--- src/rtl/clock_div_pkg.sv ---
// clock_div_pkg: shared defaults and config type for the multi-channel clock divider
package clock_div_pkg;
  localparam int DEFAULT_DIV_W = 26;
  localparam int unsigned DEFAULT_RESET_PERIOD = 49_999_999;
  localparam int unsigned DEFAULT_RESET_HIGH = 25_000_000;
  typedef struct packed {
    logic [DEFAULT_DIV_W-1:0] period;
    logic [DEFAULT_DIV_W-1:0] high;
  } div_cfg_t;
endpackage

--- src/rtl/clock_div_chan.sv ---
// clock_div_chan: one divider channel with shadowed period/high config applied at period boundaries
module clock_div_chan
  import clock_div_pkg::*;
#(
  parameter int DIV_W = DEFAULT_DIV_W,
  parameter int unsigned RESET_PERIOD = DEFAULT_RESET_PERIOD,
  parameter int unsigned RESET_HIGH = DEFAULT_RESET_HIGH
) (
  input  logic             clk_in,
  input  logic             rst_in,
  input  logic             en_in,
  input  logic             sync_in,
  input  logic [DIV_W-1:0] cfg_period_in,
  input  logic [DIV_W-1:0] cfg_high_in,
  input  logic             cfg_load_in,
  output logic             clk_out,
  output logic             tick_out,
  output logic             pending_out
);
  typedef struct packed {
    logic [DIV_W-1:0] period;
    logic [DIV_W-1:0] high;
  } cfg_t;
  localparam cfg_t RESET_CFG = '{period: DIV_W'(RESET_PERIOD), high: DIV_W'(RESET_HIGH)};
  cfg_t act, shadow, cfg, act_next;
  logic [DIV_W-1:0] count, count_inc;
  logic idle, restart;
  always_comb begin
    cfg = '{period: cfg_period_in, high: cfg_high_in};
    restart = en_in & (idle | sync_in | (count == act.period));
    // a load coinciding with a boundary bypasses the shadow entirely
    act_next = cfg_load_in ? cfg : pending_out ? shadow : act;
    count_inc = count + DIV_W'(1);
  end
  always_ff @(posedge clk_in or posedge rst_in) begin
    if (rst_in) begin
      count <= '0;
      idle <= 1'b1;
      pending_out <= 1'b0;
      act <= RESET_CFG;
      shadow <= RESET_CFG;
      clk_out <= 1'b0;
      tick_out <= 1'b0;
    end else if (!en_in) begin
      count <= '0;
      idle <= 1'b1;
      clk_out <= 1'b0;
      tick_out <= 1'b0;
      if (pending_out) act <= shadow;
      if (cfg_load_in) shadow <= cfg;
      pending_out <= cfg_load_in;
    end else if (restart) begin
      act <= act_next;
      shadow <= act_next;
      pending_out <= 1'b0;
      count <= '0;
      idle <= 1'b0;
      tick_out <= 1'b1;
      clk_out <= act_next.high != '0;
    end else begin
      count <= count_inc;
      tick_out <= 1'b0;
      clk_out <= count_inc < act.high;
      if (cfg_load_in) begin
        shadow <= cfg;
        pending_out <= 1'b1;
      end
    end
  end
endmodule

--- src/rtl/clock_div_multi.sv ---
// clock_div_multi: multi-channel runtime-programmable clock/strobe divider
// with glitch-free shadowed reconfiguration and a global re-phase sync.
module clock_div_multi
  import clock_div_pkg::*;
#(
  parameter int CHANNELS = 4,
  parameter int DIV_W = DEFAULT_DIV_W,
  parameter int unsigned RESET_PERIOD = DEFAULT_RESET_PERIOD,
  parameter int unsigned RESET_HIGH = DEFAULT_RESET_HIGH
) (
  input  logic                clk_in,
  input  logic                rst_in,
  input  logic [CHANNELS-1:0] en_in,
  input  logic                sync_in,
  input  logic [DIV_W-1:0]    cfg_period_in,
  input  logic [DIV_W-1:0]    cfg_high_in,
  input  logic [CHANNELS-1:0] cfg_load_in,
  output logic [CHANNELS-1:0] clk_out,
  output logic [CHANNELS-1:0] tick_out,
  output logic [CHANNELS-1:0] pending_out
);
  for (genvar i = 0; i < CHANNELS; i++) begin : g_chan
    clock_div_chan #(
      .DIV_W(DIV_W),
      .RESET_PERIOD(RESET_PERIOD),
      .RESET_HIGH(RESET_HIGH)
    ) u_chan (
      .clk_in(clk_in),
      .rst_in(rst_in),
      .en_in(en_in[i]),
      .sync_in(sync_in),
      .cfg_period_in(cfg_period_in),
      .cfg_high_in(cfg_high_in),
      .cfg_load_in(cfg_load_in[i]),
      .clk_out(clk_out[i]),
      .tick_out(tick_out[i]),
      .pending_out(pending_out[i])
    );
  end
endmodule

--- config.mk ---
export PLATFORM = sky130hd
export DESIGN_NAME = clock_div_multi
export DESIGN_NICKNAME = d
export VERILOG_FILES = /design/src/rtl/clock_div_pkg.sv /design/src/rtl/clock_div_chan.sv /design/src/rtl/clock_div_multi.sv
export SDC_FILE = /design/constraint.sdc
export NUM_CORES = 2
export LEC_CHECK = 0
export CORE_UTILIZATION = 45
export DETAILED_ROUTE_END_ITERATION = 12
export SLEW_MARGIN = 20
export SYNTH_ARGS = -nofsm -noshare
export SYNTH_HDL_FRONTEND = slang
export SYNTH_SLANG_ARGS = --single-unit
--- constraint.sdc ---
create_clock -name clk_in -period 48.4 [get_ports clk_in]
set_input_delay 4.84 -clock clk_in [delete_from_list [all_inputs] [get_ports clk_in]]
set_output_delay 4.84 -clock clk_in [all_outputs]
set_load 0.005 [all_outputs]
==> run_results.csv <==
group,metric,value,unit
logic_synthesis,synth_area_leaders,"dfrtp_1 22%, dfstp_2 20%, mux2i_1 17%",
logic_synthesis,synth_compound_area_share,10.0,%
global_routing,grt_pass1_vias,24400,
run_status,status,"finished, final reports clean",
pwr,ir_drop,0.0257,mV
setup_path,crit_chain,"clkdlybuf4s50_1 -> inv_8 -> buf_4 -> buf_6 -> buf_4",
timing,hold_viol,0,
timing,max_freq,130,MHz
place,dp.final_hpwl,61900,um
run,cap_viol_max_count,0,
floorplanning,core,71500,um2
route,vias,24100,
clocking,cts.clk_slew.worst_paths,0.06,ns
setup_path,end_kind,"async pin",
clocking,clk_root_buffer_cell,"clkbuf_16",
timing,tns,0,ns
logic_synthesis,syn_inst,3105,
pwr,comb_power_share,21.6,%
floorplanning,start_util,45.5,%
finish,area_growth,10.1,%
logic_synthesis,async_flop_share,100,%
route,drc,0,
finish,nets,3236,
global_routing,grt_antenna_before_repair,0,
logic_synthesis,synth_ff_type,"dfrtp_1",
pwr,power_switching,407,uW
clocking,cts_hold_buf,0,
pwr,p_clk_share,34.2,%
logic_synthesis,ys_seq_area_share,42.2,%
timing,skew,0.0110,ns
logic_synthesis,synth-adder-area-share,4.00,%
route,vias_per_cell,5.92,
floorplanning,rows,98,
global_routing,grt_pass1_wl,148000,um
clocking,cts_tree,"done",
timing,slew_headroom,30.2,%
clocking,clk-insertion-delay-late,0.63,ns
place,gp_congestion,0.833,
setup_path,cp_slowest_stage_delay,0.85,ns
finish,drive_gt1_share,18.2,%
finish,final_common_cell,"mux2i_1",
pwr,seq_power_share,44.1,%
route,ant_nets,0,
clocking,htreeDepth,2,
timing,worstMarginPinSlew,1.05,ns
logic_synthesis,synth-edff-count,0,
logic_synthesis,synth_area,32500,um2
clocking,clock-sinks,536,
floorplanning,die_h,271,um
logic_synthesis,synth_cell_types,57,
global_routing,grt_start_max_net_pins,170,
pwr,power.leakage,0.0164,uW
logic_synthesis,synth_top_family_by_area,"multiplexers",
pwr,p_sw_share,30.5,%
clocking,cts_buffer_depth,3,
route,drtIter0Drc,1806,
setup_path,critPathKind,"in2async",
place,portBuffers,74,
timing,setup_ws,40.71,ns
clocking,numCtsBuffers,61,
logic_synthesis,synth-xor-area-share,5.38,%
global_routing,grt_usage,25.9,%
pwr,power.density,37.3,nW/um2
floorplanning,die_w,271,um
place,place_ws,39.64,ns
logic_synthesis,ys_seq_elements,536,
clocking,ctsResizeCount,0,
pwr,internal_power,929,uW
logic_synthesis,syn_area_per_cell,10.5,um2
timing,setup_viol,0,
setup_path,start_kind,"input port",
logic_synthesis,synth_mux_area_share,22.2,%
timing,finalCritPeriodShare,15.9,%
floorplanning,dieArea,73400,um2
clocking,cts.repair_timing.setup_buffer_count,0,
route,drt_wl_total,95700,um
timing,final_max_slew_viol_count,0,
setup_path,cp_common_cell,"buf_4",
setup_path,crit_arrival,8.34,ns
timing,rsz0062_at_grt,"false",
logic_synthesis,yosysWarnings,0,
setup_path,crit_slowest_cell,"buf_4",
global_routing,overflow,0,
setup_path,cp.required,49.05,ns
timing,period_needed,7.69,ns
logic_synthesis,yosys.area.top_type,"dfrtp_1",
floorplanning,ioPinCount,75,
logic_synthesis,synthDominantCellAreaShare,22.5,%
setup_path,crit_path_max_fanout,85,
logic_synthesis,syn-num-nets,3272,
min_path,hp-class,"reg2reg",
logic_synthesis,yosys.area_share.simple,11.5,%
route,firstDrtPassIters,5,
finish,mostFrequentLayoutCells,"551 x mux2i_1, 330 x nand2_1, 288 x dfrtp_1",
route,wl_per_cell,23.5,um
-- cells in the mapped netlist (87+ instances only) --
library cell  count
ha_1            104
mux2i_1         551
clkbuf_1        107
and2_1           91
inv_1           127
dfrtp_1         292
o221ai_1         87
nor2_1          104
o211ai_1         96
nand2_1         333
dfstp_2         244
xnor2_1         136
mux2_2          151
-- per-stage QoR --
step | area (um2) | utilization, % | hold slack, ns | power (uW) | instances
floorplan | 32500 | - | 0.479 | 797 | 3105
global placement | 33900 | 47.4 | 0.494 | 866 | 3955
detailed placement | 33900 | 47.4 | 0.505 | 886 | 3956
CTS | 35800 | 50.1 | 0.512 | 1350 | 4068
global route | 35800 | 50.1 | 0.522 | 1400 | 4068
finish | 35800 | 50.1 | 0.512 | 1340 | 4070
-- path summary, 6_finish.rpt --
check / startpoint / end / slack [ns] / depth (start not counted)
worst max-delay path: rst_in / g_chan[3].u_chan.shadow[1] / 40.71 / 5
worst min-delay path: g_chan[3].u_chan.act[48] / g_chan[3].u_chan.act[48] / 0.51 / 2
worst max register to register: g_chan[0].u_chan.count[0] / g_chan[0].u_chan.clk_out / 44.76 / 11
worst min register to register: g_chan[3].u_chan.act[48] / g_chan[3].u_chan.act[48] / 0.51 / 2
max in group clk_in: sync_in / g_chan[2].u_chan.shadow[19] / 41.16 / 7
min in group asynchronous: rst_in / g_chan[0].u_chan.count[11] / 4.71 / 2
-- cells by family after synthesis --
group	Yosys count
AO/OA/AOI/OAI	437
XOR/XNOR	200
adder cells (fa/ha/maj)	104
buffers and inverters	352
flip-flops	536
multiplexers	704
AND/OR/NAND/NOR	772
-- flip-flops by register name, summed over array words and instances, names as in the netlist --
| register | count |
|---|---|
| g_chan.u_chan.act | 208 |
| g_chan.u_chan.shadow | 208 |
| g_chan.u_chan.count | 104 |
| g_chan.u_chan.clk_out | 4 |
| g_chan.u_chan.idle | 4 |
| g_chan.u_chan.pending_out | 4 |
| g_chan.u_chan.tick_out | 4 |
-- power groups by stage --
stage | clock network, uW | registers [uW] | logic, uW
detailed placement | 0 | 597 | 289
global route | 485 | 598 | 319
global placement | 0 | 592 | 274
CTS | 467 | 590 | 290
finish | 458 | 590 | 289
floorplan | 0 | 578 | 220
-- final cells by class --
type / instances / area (um2)
multi-input combinational: 2217 / 17400
timing repair buffer: 123 / 1120
antenna: 2 / 5.00
clock buffer: 96 / 1830
tap: 950 / 1190
inverter: 130 / 495
fill: 6376 / 35700
clock inverter: 16 / 113
sequential: 536 / 13700
-- metal layers --
| layer | wire (um) | share of wire (%) | global-route usage [%] |
|---|---|---|---|
| met1 | 43300 | 45 | 35.8 |
| met2 | 44300 | 46 | 41.3 |
| met3 | 4130 | 4.3 | 2.88 |
| met4 | 3960 | 4.1 | 10.3 |
| met5 | 0 | 0 | 0 |
-- critical path, delay by kind of cell --
| family | cells | cell delay, ns |
|---|---|---|
| buffers and inverters | 5 | 3.23 |
Power figures use the tool's default switching activity.
